===== config.mk =====
export PLATFORM = sky130hd
export DESIGN_NAME = key_loader
export DESIGN_NICKNAME = d
export VERILOG_FILES = /design/src/rtl/key_pkg.sv /design/src/rtl/key_shift_reg.sv /design/src/rtl/key_loader.sv
export SDC_FILE = /design/constraint.sdc
export NUM_CORES = 1
export LEC_CHECK = 0
export ABC_AREA = 0
export CORE_UTILIZATION = 40
export DETAILED_ROUTE_END_ITERATION = 16
export HOLD_SLACK_MARGIN = 0.02
export MAX_ROUTING_LAYER = met4
export PLACE_DENSITY = 0.69
export SLEW_MARGIN = 10
export SYNTH_ARGS = -nofsm -noshare
export SYNTH_HDL_FRONTEND = slang
export SYNTH_SLANG_ARGS = --single-unit

===== constraint.sdc =====
create_clock -name clk -period 5.7 [get_ports clk]
set_input_delay 0.855 -clock clk [delete_from_list [all_inputs] [get_ports clk]]
set_output_delay 0.855 -clock clk [all_outputs]
set_load 0.01 [all_outputs]

===== src/rtl/key_pkg.sv =====
// Shared types and helpers for the serial key loader.
package key_pkg;

  localparam int KEY_W = 32;

  typedef enum logic [1:0] {
    IDLE,
    SHIFT,
    PARITY,
    CHECK
  } key_ld_state_t;

  function automatic logic key_parity(input logic [KEY_W-1:0] v);
    return ^v;
  endfunction

endpackage


===== src/rtl/key_shift_reg.sv =====
// Shadow register and bit counter for the serial key; bits enter at the MSB
// and move down, so the first bit received ends up in bit 0.
module key_shift_reg
  import key_pkg::*;
#(
  parameter int KEY_W = key_pkg::KEY_W,
  parameter int CNT_W = $clog2(KEY_W + 1)
) (
  input  logic             clk,
  input  logic             rst_n,
  input  logic             clear_i,
  input  logic             shift_en_i,
  input  logic             data_i,
  output logic [KEY_W-1:0] shadow_o,
  output logic             count_full_o
);

  logic [KEY_W-1:0] shadow_q, shadow_d;
  logic [CNT_W-1:0] count_q, count_d;

  always_comb begin
    shadow_d = shadow_q;
    count_d  = count_q;
    if (clear_i) begin
      shadow_d = '0;
      count_d  = '0;
    end else if (shift_en_i) begin
      shadow_d = {data_i, shadow_q[KEY_W-1:1]};
      count_d  = count_q + 1'b1;
    end
  end

  always_ff @(posedge clk or negedge rst_n) begin
    if (!rst_n) begin
      shadow_q <= '0;
      count_q  <= '0;
    end else begin
      shadow_q <= shadow_d;
      count_q  <= count_d;
    end
  end

  // Asserted on the shift that completes the key, so the FSM can leave
  // SHIFT without an idle cycle between the last key bit and the parity bit.
  assign count_full_o = shift_en_i && (count_q == CNT_W'(KEY_W - 1));
  assign shadow_o     = shadow_q;

endmodule


===== src/rtl/key_loader.sv =====
// Serial key loader: collects KEY_W key bits plus an even-parity bit and
// commits the key to the parallel outputs only after the parity check passes.
module key_loader
  import key_pkg::*;
#(
  parameter int KEY_W = key_pkg::KEY_W,
  parameter int CNT_W = $clog2(KEY_W + 1)
) (
  input  logic             clk,
  input  logic             rst_n,
  input  logic             load_start,
  input  logic             key_clear,
  input  logic             ser_valid,
  input  logic             ser_data,
  output logic             ser_ready,
  output logic [KEY_W-1:0] key_out,
  output logic             key_valid,
  output logic             load_err,
  output logic             busy
);

  key_ld_state_t    state_q, state_d;
  logic             parity_q, parity_d;
  logic [KEY_W-1:0] key_q, key_d;
  logic             valid_q, valid_d;

  logic             sh_clear, sh_shift, count_full;
  logic             par_cap, commit;
  logic [KEY_W-1:0] shadow;

  key_shift_reg #(
    .KEY_W(KEY_W),
    .CNT_W(CNT_W)
  ) u_shift (
    .clk         (clk),
    .rst_n       (rst_n),
    .clear_i     (sh_clear),
    .shift_en_i  (sh_shift),
    .data_i      (ser_data),
    .shadow_o    (shadow),
    .count_full_o(count_full)
  );

  always_comb begin
    state_d   = state_q;
    ser_ready = 1'b0;
    busy      = 1'b1;
    load_err  = 1'b0;
    sh_clear  = 1'b0;
    sh_shift  = 1'b0;
    par_cap   = 1'b0;
    commit    = 1'b0;
    case (state_q)
      IDLE: begin
        busy = 1'b0;
        if (load_start) begin
          sh_clear = 1'b1;
          state_d  = SHIFT;
        end
      end
      SHIFT: begin
        ser_ready = 1'b1;
        // A restart takes priority and discards any bit offered this cycle.
        if (load_start) begin
          sh_clear = 1'b1;
        end else if (ser_valid) begin
          sh_shift = 1'b1;
          if (count_full) state_d = PARITY;
        end
      end
      PARITY: begin
        ser_ready = 1'b1;
        if (load_start) begin
          sh_clear = 1'b1;
          state_d  = SHIFT;
        end else if (ser_valid) begin
          par_cap = 1'b1;
          state_d = CHECK;
        end
      end
      CHECK: begin
        if ((key_parity(shadow) ^ parity_q) == 1'b0) commit = 1'b1;
        else load_err = 1'b1;
        state_d = IDLE;
      end
      default: state_d = IDLE;
    endcase
  end

  always_comb begin
    parity_d = par_cap ? ser_data : parity_q;
    key_d    = key_q;
    valid_d  = valid_q;
    if (key_clear) begin
      key_d   = '0;
      valid_d = 1'b0;
    end else if (commit) begin
      key_d   = shadow;
      valid_d = 1'b1;
    end
  end

  always_ff @(posedge clk or negedge rst_n) begin
    if (!rst_n) begin
      state_q  <= IDLE;
      parity_q <= 1'b0;
      key_q    <= '0;
      valid_q  <= 1'b0;
    end else begin
      state_q  <= state_d;
      parity_q <= parity_d;
      key_q    <= key_d;
      valid_q  <= valid_d;
    end
  end

  assign key_out   = key_q;
  assign key_valid = valid_q;

endmodule

# --- Word level (Yosys, flattened, before mapping) ---
# Cells that the tools add are included.
totals:
  reg_bits: 74
  output_inout_bits: 36
  wordCells: 52
  inputBits: 6
classes:
  n_eq_ne: 9
  n_addsub: 1
  n_bitwise: 1
  n_reduce_logical: 8
  muxes: 27
ops:
  columns: ["op", "n"]
  rows:
  - ["two-way mux 32 bit", 4]
  - ["XOR reduction 32 bit", 1]
  - ["two-way mux 1 bit", 14]
  - ["two-way mux 2 bit", 6]
  - ["two-way mux 6 bit", 2]
  - ["inequality test 2 bit, second input constant", 4]
  - ["case mux 2 bit (4 select lines)", 1]
  - ["adder 6 x 1 -> 6 bit, second input constant", 1]
  - ["== test 6 x 5 -> 1 bit, second input constant", 1]
  - ["AND reduction 5 bit", 1]
  - ["== test 2 bit, second input constant", 2]
  - ["nonzero test 2 bit", 2]
  - ["inequality test 3 bit, second input constant", 1]
  - ["OR reduction 3 bit", 1]
  - ["== test 2 x 1 -> 1 bit, second input constant", 1]
  - ["logical NOT 2 bit", 1]
  - ["OR reduction 2 bit", 1]
  - ["logical AND 1 bit", 1]
  - ["bitwise XOR 1 bit", 1]

# --- Longest topological paths before layout ---
logic_depth:
  ltp_word: 8
  depth_mapped: 8
  mapped_depth_nobuf: 8

# --- Modules after synthesis ---
# From an unflattened synthesis, not the netlist that was laid out.
hier_totals:
  cells_unflattened: 330
  area_unflattened_um2: 3747.3
by_module_without_submodules:
  columns: ["mod", "cells_per_inst", "instances", "area_per_inst_um2", "seq_area_each_um2"]
  rows:
  - ["key_loader", 200, 1, 2169.6, 900.9]
  - ["key_shift_reg", 130, 1, 1577.8, 950.9]

# --- Worst setup path after synthesis ---
# OpenSTA, ideal clock, no wires.
synth_path:
  kind: "reg-to-output"
  start: "register u_shift.shadow_q[13], in the netlist u_shift.shadow_o[13]"
  end: "output load_err"
  n_path_buf: 0
  t_arrival_ps: 1664
  path_stages_with_launch: 7
  t_required_ps: 4845
  path_slack_ps: 3181
  cell_sequence: "dfrtp_1 -> xor2_1 -> xnor2_1 -> xnor2_2 -> xnor3_1 -> xnor2_1 -> and2_1"
synth_between:
  elab_chain_cells: 4
synth_rtl:
  columns: ["item", "line", "rtl"]
  rows:
  - ["start, declared", "key_shift_reg.sv:18", "logic [KEY_W-1:0] shadow_q, shadow_d;"]
  - ["start signal, assigned", "key_shift_reg.sv:38", "shadow_q <= shadow_d;"]
  - ["XOR reduction 32 bit", "key_pkg.sv:14", "return ^v;"]
  - ["bitwise XOR 1 bit", "key_loader.sv:82", "if ((key_parity(shadow) ^ parity_q) == 1'b0) commit = 1'b1;"]
  - ["two-way mux 1 bit", "key_loader.sv:82", null]
  - ["two-way mux 1 bit", "key_loader.sv:53", "case (state_q)"]
  - ["end, declared", "key_loader.sv:18", "output logic load_err,"]
# No other way between the ends.

# --- Worst setup path in the final report ---
layout_path:
  start: "register u_shift.shadow_q[24], in the netlist u_shift.shadow_o[24]"
  end: "output load_err"
# Same word-level chain as after synthesis.

==> run summary <==
The flow ran to the end, but the final reports show violations. The final reports fail on design-rule violations. Setup skew after layout: 0.0108 ns.

For the final-stage net count, the log shows 413. Entering global routing, the biggest net connects 75 pins. Cells fill 49.7% of the core in the end. No sink is reached through more buffers than the 2 on the longest clock path.

The fraction of synthesized cell area taken by the top area cell type is 50.1%. The logs give 27 for the count of different cell masters after synthesis and 41.8% for the effective utilization at floorplan. Measured against its own limit, the worst slew margin works out to 25.8%. After clock tree synthesis, the clock-pin slew on the worst setup and hold paths is 0.07 ns. The tools report the sort of element at the end of the critical path as an output pin. Counting flops and latches in the post-synthesis netlist gives 74. The hold violation count in the final report was 0; the overall routed net length was 7.05 mm. The largest total area in the synthesized netlist belongs to dfrtp_1. TritonCTS built the clock tree. At the worst endpoint, the required time is 4.85 ns.

The quantity of I/O buffers inserted on ports is 41. Synthesis produced 366 cells. The number of global-route vias before repair came out at 2438. The setup violation total in the final timing report was 0; the final HPWL from detailed placement was 4.30 mm.

For the finished layout, the period the worst path requires is 3.49 ns. The run gives 0 as the total of warnings raised by yosys. Dividing total power by cell area gives a power density of 234 nW/µm². The number of enable flip-flop cells after synthesis is 0. Max-cap violations in this run came to 0.

For the worst-skew pair, the clock arrives at the later sink with an insertion delay of 0.35 ns. After clock tree synthesis, the repair step resized 0 gates. The largest individual stage delay along the critical path comes from the cell clkdlybuf4s50_1. Summing every instance area after synthesis gives 3700 µm².

The worst-margin pin slew came out at 1.11 ns. The number of core rows is 34. Post-cts hold buffer count: 0.

The worst hold path belongs to the class flip-flop to flip-flop. The die covers 9640 µm². The post-synthesis to final-layout area growth came out at 18.9%. Leaving out fill and tap cells, the most frequent cells in the layout are 74 x dfrtp_1, 70 x nand2_1, 67 x nand2b_1. The total DRC errors in the routed layout is 1. The run gives 2.64 ns as the worst endpoint data arrival time. The cell leakage power came out at 0.00174 µW.

After routing the design area is 4400 µm². Setup total negative slack on the finished layout was measured at 0 ns. Count of H-tree levels built during CTS: 3. The max-slew violation count was 0. Hold is met by 0.499 ns.

The floorplan step set the die height to 98.2 µm. The average wire per standard cell works out to 13.7 µm. The first global-routing pass estimated 11.9 mm of wire. Timing would allow up to 0.286 GHz.

The number of antenna violations at the first check in global routing is 0, and the total of fill cells in the finished design is 811. Post-CTS timing repair inserted 0 buffers for setup. The share of synthesized flip-flops with an asynchronous set or reset is 100%, and the placed cell area is 4180 µm².

For this run, the leading register cell type out of synthesis is dfrtp_1. The routability congestion estimate from global placement was 0.776; the count of pins on the block boundary was 42. The first TritonRoute pass finished after 14 iterations. Sequential elements use 50.1% of the synthesized area.

Sorting the synthesized cells by area gives the leading types as dfrtp_1 50%, nand2b_1 11%, mux2i_1 8.7%. In this design, the stage delay of the slowest critical-path cell is 0.54 ns. The worst-case IR drop observed on VDD is 0.125 mV. Clock tree synthesis found a total of 74 sinks.

The DRC marker count from the first detailed-route iteration was 169; the per-cell via count in the routed design was 4.85. The number of placed instances, taps included, is 499. 0 antenna diodes ended up in the layout. Setup repair after global routing left no endpoint under its margin. The core region is 8850 µm². Leaving out filler cells and counting taps, the final layout contains 515. Across all layers, the routed design uses 2500 vias. For the global-route usage over all layers, the log shows 16.4%. The critical path in this run is classified as flip-flop to output pin. Cells with a size suffix above 1 make up 6.14% of the layout. The final critical path takes up 61.3% of the cycle.

The run gives 9 as the number of buffers inserted during clock tree synthesis. The cell chosen for the clock root was clkbuf_8. Synthesized area divided by synthesized cell count: 10.1 µm².

The net count after synthesis came out at 377. Along the worst path, the maximum fanout reaches 4. Type of element launching the critical path: a flip-flop. Die span in x: 98.2 µm. The dominant cell type by count on the critical path was xnor2_1.

The tools report the number of nets with antenna violations after detailed routing as 0. Walking the worst path, the cells encountered are xnor2_1 -> xnor2_1 -> xnor2_1 -> xnor3_1 -> xnor2_1 -> and2_1 -> clkdlybuf4s50_1. The leading cell type in the layout, fill and taps excluded is dfrtp_1. The tools report the global-route congestion overflow total as 0.
-- cells by family after synthesis --
family                     after synthesis  share of synthesized area [%]
and+or+nand+nor                        153                           20.6
adders and majority gates                5                           1.69
buffers and inverters                   25                           3.15
xor gates and xnor gates                35                           9.24
DFF                                     74                           50.1
muxes                                   34                           9.57
AOI/OAI and AO/OA                       40                           5.65
-- metrics by stage --
stage / total power (µW) / setup slack [ns]
after floorplan: 568 / 3.18
after global placement: 589 / 2.56
after detailed placement: 590 / 2.57
after CTS: 1050 / 2.16
after global routing: 1080 / 2.05
final: 1030 / 2.21
-- registers in the layout, indices dropped and copies added (netlist names) --
register          cells
key_out              32
key_valid             1
parity_q              1
state_q               2
u_shift.count_q       6
u_shift.shadow_o     32
-- report_power, final --
group | total, µW | internal [µW] | leakage, µW | switching [µW]
clock network | 451 | 257 | 0.000109 | 193
registers | 529 | 527 | 0.00103 | 2.22
logic | 49.6 | 17.3 | 0.000602 | 32.4
-- critical path, delay by kind of cell (launching register included) --
kind	cells	cell delay, ns
xor+xnor	5	1.17
buf+inv	1	0.54
flops	1	0.43
simple gates	1	0.16
-- layer usage --
layer  part of all wire, %  vias to the layer above  GRT usage (%)
met3                   3.2                        6           5.23
met4                   1.1                        0           4.82
met5                     0                        -              -
li1                      -                     1243              -
met2                    46                       45           24.3
met1                    50                     1206           21.7
-- worst paths after layout --
check | startpoint | to | slack, ns | cells after the start
hold reg to reg | key_valid | key_valid | 0.50 | 1
hold / removal | key_valid | key_valid | 0.50 | 1
setup reg to reg | u_shift.shadow_o[24] | key_out[13] | 2.79 | 7
max in group asynchronous | rst_n | key_out[22] | 4.36 | 2
setup / recovery | u_shift.shadow_o[24] | load_err | 2.21 | 7
min in group asynchronous | rst_n | key_out[3] | 0.72 | 2
-- Yosys cell counts, types with 2 or more instances --
cell type   n
nand2_1    70
buf_1       3
xnor2_1    27
mux2i_1    32
inv_1       4
xor2_1      5
a21oi_1    34
xnor3_1     2
ha_1        5
nor2_1      8
nor2b_1     2
nand3_1     2
dfrtp_1    74
nand2b_1   67
o21ai_0     3
buf_6       3
clkbuf_1   15
-- cell type report --
class                      instances  area [µm²]  share of cell area (%)
clock buffer                      11         141                    3.22
clock inverter                     5        77.6                    1.76
inverter                           4        15.0                   0.341
multi-input combinational        267        1730                    39.4
sequential                        74        1850                    42.1
tap                              108         135                    3.07
timing repair buffer              46         443                    10.1
Power figures use the tool's default switching activity.
==> RTL change: new RTL, config.mk and constraints unchanged <==
Set the package constant `KEY_W` to 16 (it was 32).
--- a/src/rtl/key_pkg.sv
+++ b/src/rtl/key_pkg.sv
@@ -1,7 +1,7 @@
 // Shared types and helpers for the serial key loader.
 package key_pkg;
 
-  localparam int KEY_W = 32;
+  localparam int KEY_W = 16;
 
   typedef enum logic [1:0] {
     IDLE,
Ports: changed (resized key_out); port bits go from 42 to 26. The function was not compared with the original's and may differ.
==> RTL change against the unedited design <==
Area after synthesis down 43%; die area down 42%; global-route usage down 0.43 points; sequential cell count down 33; register-to-register slack better by 0.66 ns; wire length down 48%; largest power group unchanged; core utilization down 0.68 points; first-iteration DRC count down 64%; power down 27%; final area down 43%; critical endpoint unchanged; setup slack better by 0.28 ns.
==> RTL change: results (changes against the unedited design) <==
total CTS buffers = 5 (-4)
post-DP HPWL = 2.42 mm (-44%)
Global Route Usage Sum = 16.0% (-0.43 points)
Max VDD drop = 0.000206 V (+65%)
Fill cells = 493 (-39%)
vias post-DR = 1440 (-42%)
Place WS = 2.82 ns (+0.247 ns)
Synth-to-Final Area Change = 18.1%
M2 GR Usage = 24.9% (+0.60 points)
met1 Use GR = 21.0% (-0.68 points)
share of cells above drive strength 1 = 5.65% (-0.49 points)
met2 WL post-DR = 1.71 mm (-47%)
post-synth cell types = 28 (+3.7%)
port bufs = 25 (-39%)
status = finished clean
final wirelength = 3.69 mm (-48%)
# diodes = 0 (unchanged)
H-tree Lvls = 2 (-1)
crit path DAT = 2.36 ns (-0.28 ns)
register area share after synthesis = 48.7% (-1.4 points)
NumNets Final = 241 (-42%)
DRT iter0 DRCs = 60 (-64%)
Final GP Congestion = 0.742 (-4.4%)
syn nets = 219 (-42%)
dpl cells = 292 (-41%)
clock skew = 0.00248 ns (-0.00831 ns)
top post-synthesis cells by count = dfrtp_1 (41), nand2_1 (41), nand2b_1 (33)
placed cell areas = 2390 sq um (-43%)
Pleak = 1.05 nW (-40%)
clk slew on worst S/H paths = 0.08 ns
GRT met3 Usage = 2.85% (-2.4 points)
met3 WL = 111 microns (-52%)
first-pass GRT wire length = 6.60 mm (-45%)
Slew @ Worst Pin = 1.18 ns (+0.0699 ns)
==> RTL change: worst max-delay path, delay by kind of cell (launching register included) <==
kind	cells	cell delay, ns
xor gates and xnor gates	4	0.97
buffers and inverters	1	0.54
DFF	1	0.42
and+or+nand+nor	1	0.16
==> RTL change: layout make-up <==
| type | count | area share (%) |
|---|---|---|
| inverter | 5 | 0.755 |
| timing repair buffer | 25 | 9.86 |
| sequential | 41 | 41.2 |
| clock buffer | 7 | 3.87 |
| tap | 70 | 3.52 |
| multi-input combinational | 151 | 40.5 |
| clock inverter | 1 | 0.201 |
==> RTL change: worst paths after layout <==
path,startpoint,endpoint,slack (ns),cells past startpoint
min in group asynchronous,rst_n,key_out[4]$_DFFE_PN0P_,0.69,1
worst max-delay path,u_shift.shadow_o[9]$_DFFE_PN0P_,load_err,2.49,6
worst min-delay path,key_valid$_DFFE_PN0P_,key_valid$_DFFE_PN0P_,0.50,1
max in group asynchronous,rst_n,u_shift.shadow_o[3]$_DFFE_PN0P_,4.45,1
worst min register to register,key_valid$_DFFE_PN0P_,key_valid$_DFFE_PN0P_,0.50,1
worst max register to register,u_shift.shadow_o[9]$_DFFE_PN0P_,key_out[10]$_DFFE_PN0P_,3.45,5
==> RTL change: cell families (layout without fill, tap and decap cells) <==
group	count (synthesis)	in the layout	synth area share [%]
AND/OR/NAND/NOR	88	88	20.7
adder cells (fa/ha/maj)	6	6	3.56
AO/OA/AOI/OAI	23	23	6.00
flip-flops	41	41	48.7
buffers and inverters	15	38	3.44
multiplexers	18	18	9.20
XOR/XNOR	16	16	8.37
==> RTL change: power by group <==
part	switching, mW	internal, mW	leakage (nW)	total, mW
registers	0.0178	0.310	0.566	0.327
clock network	0.0984	0.109	0.0542	0.208
logic	0.116	0.104	0.429	0.220
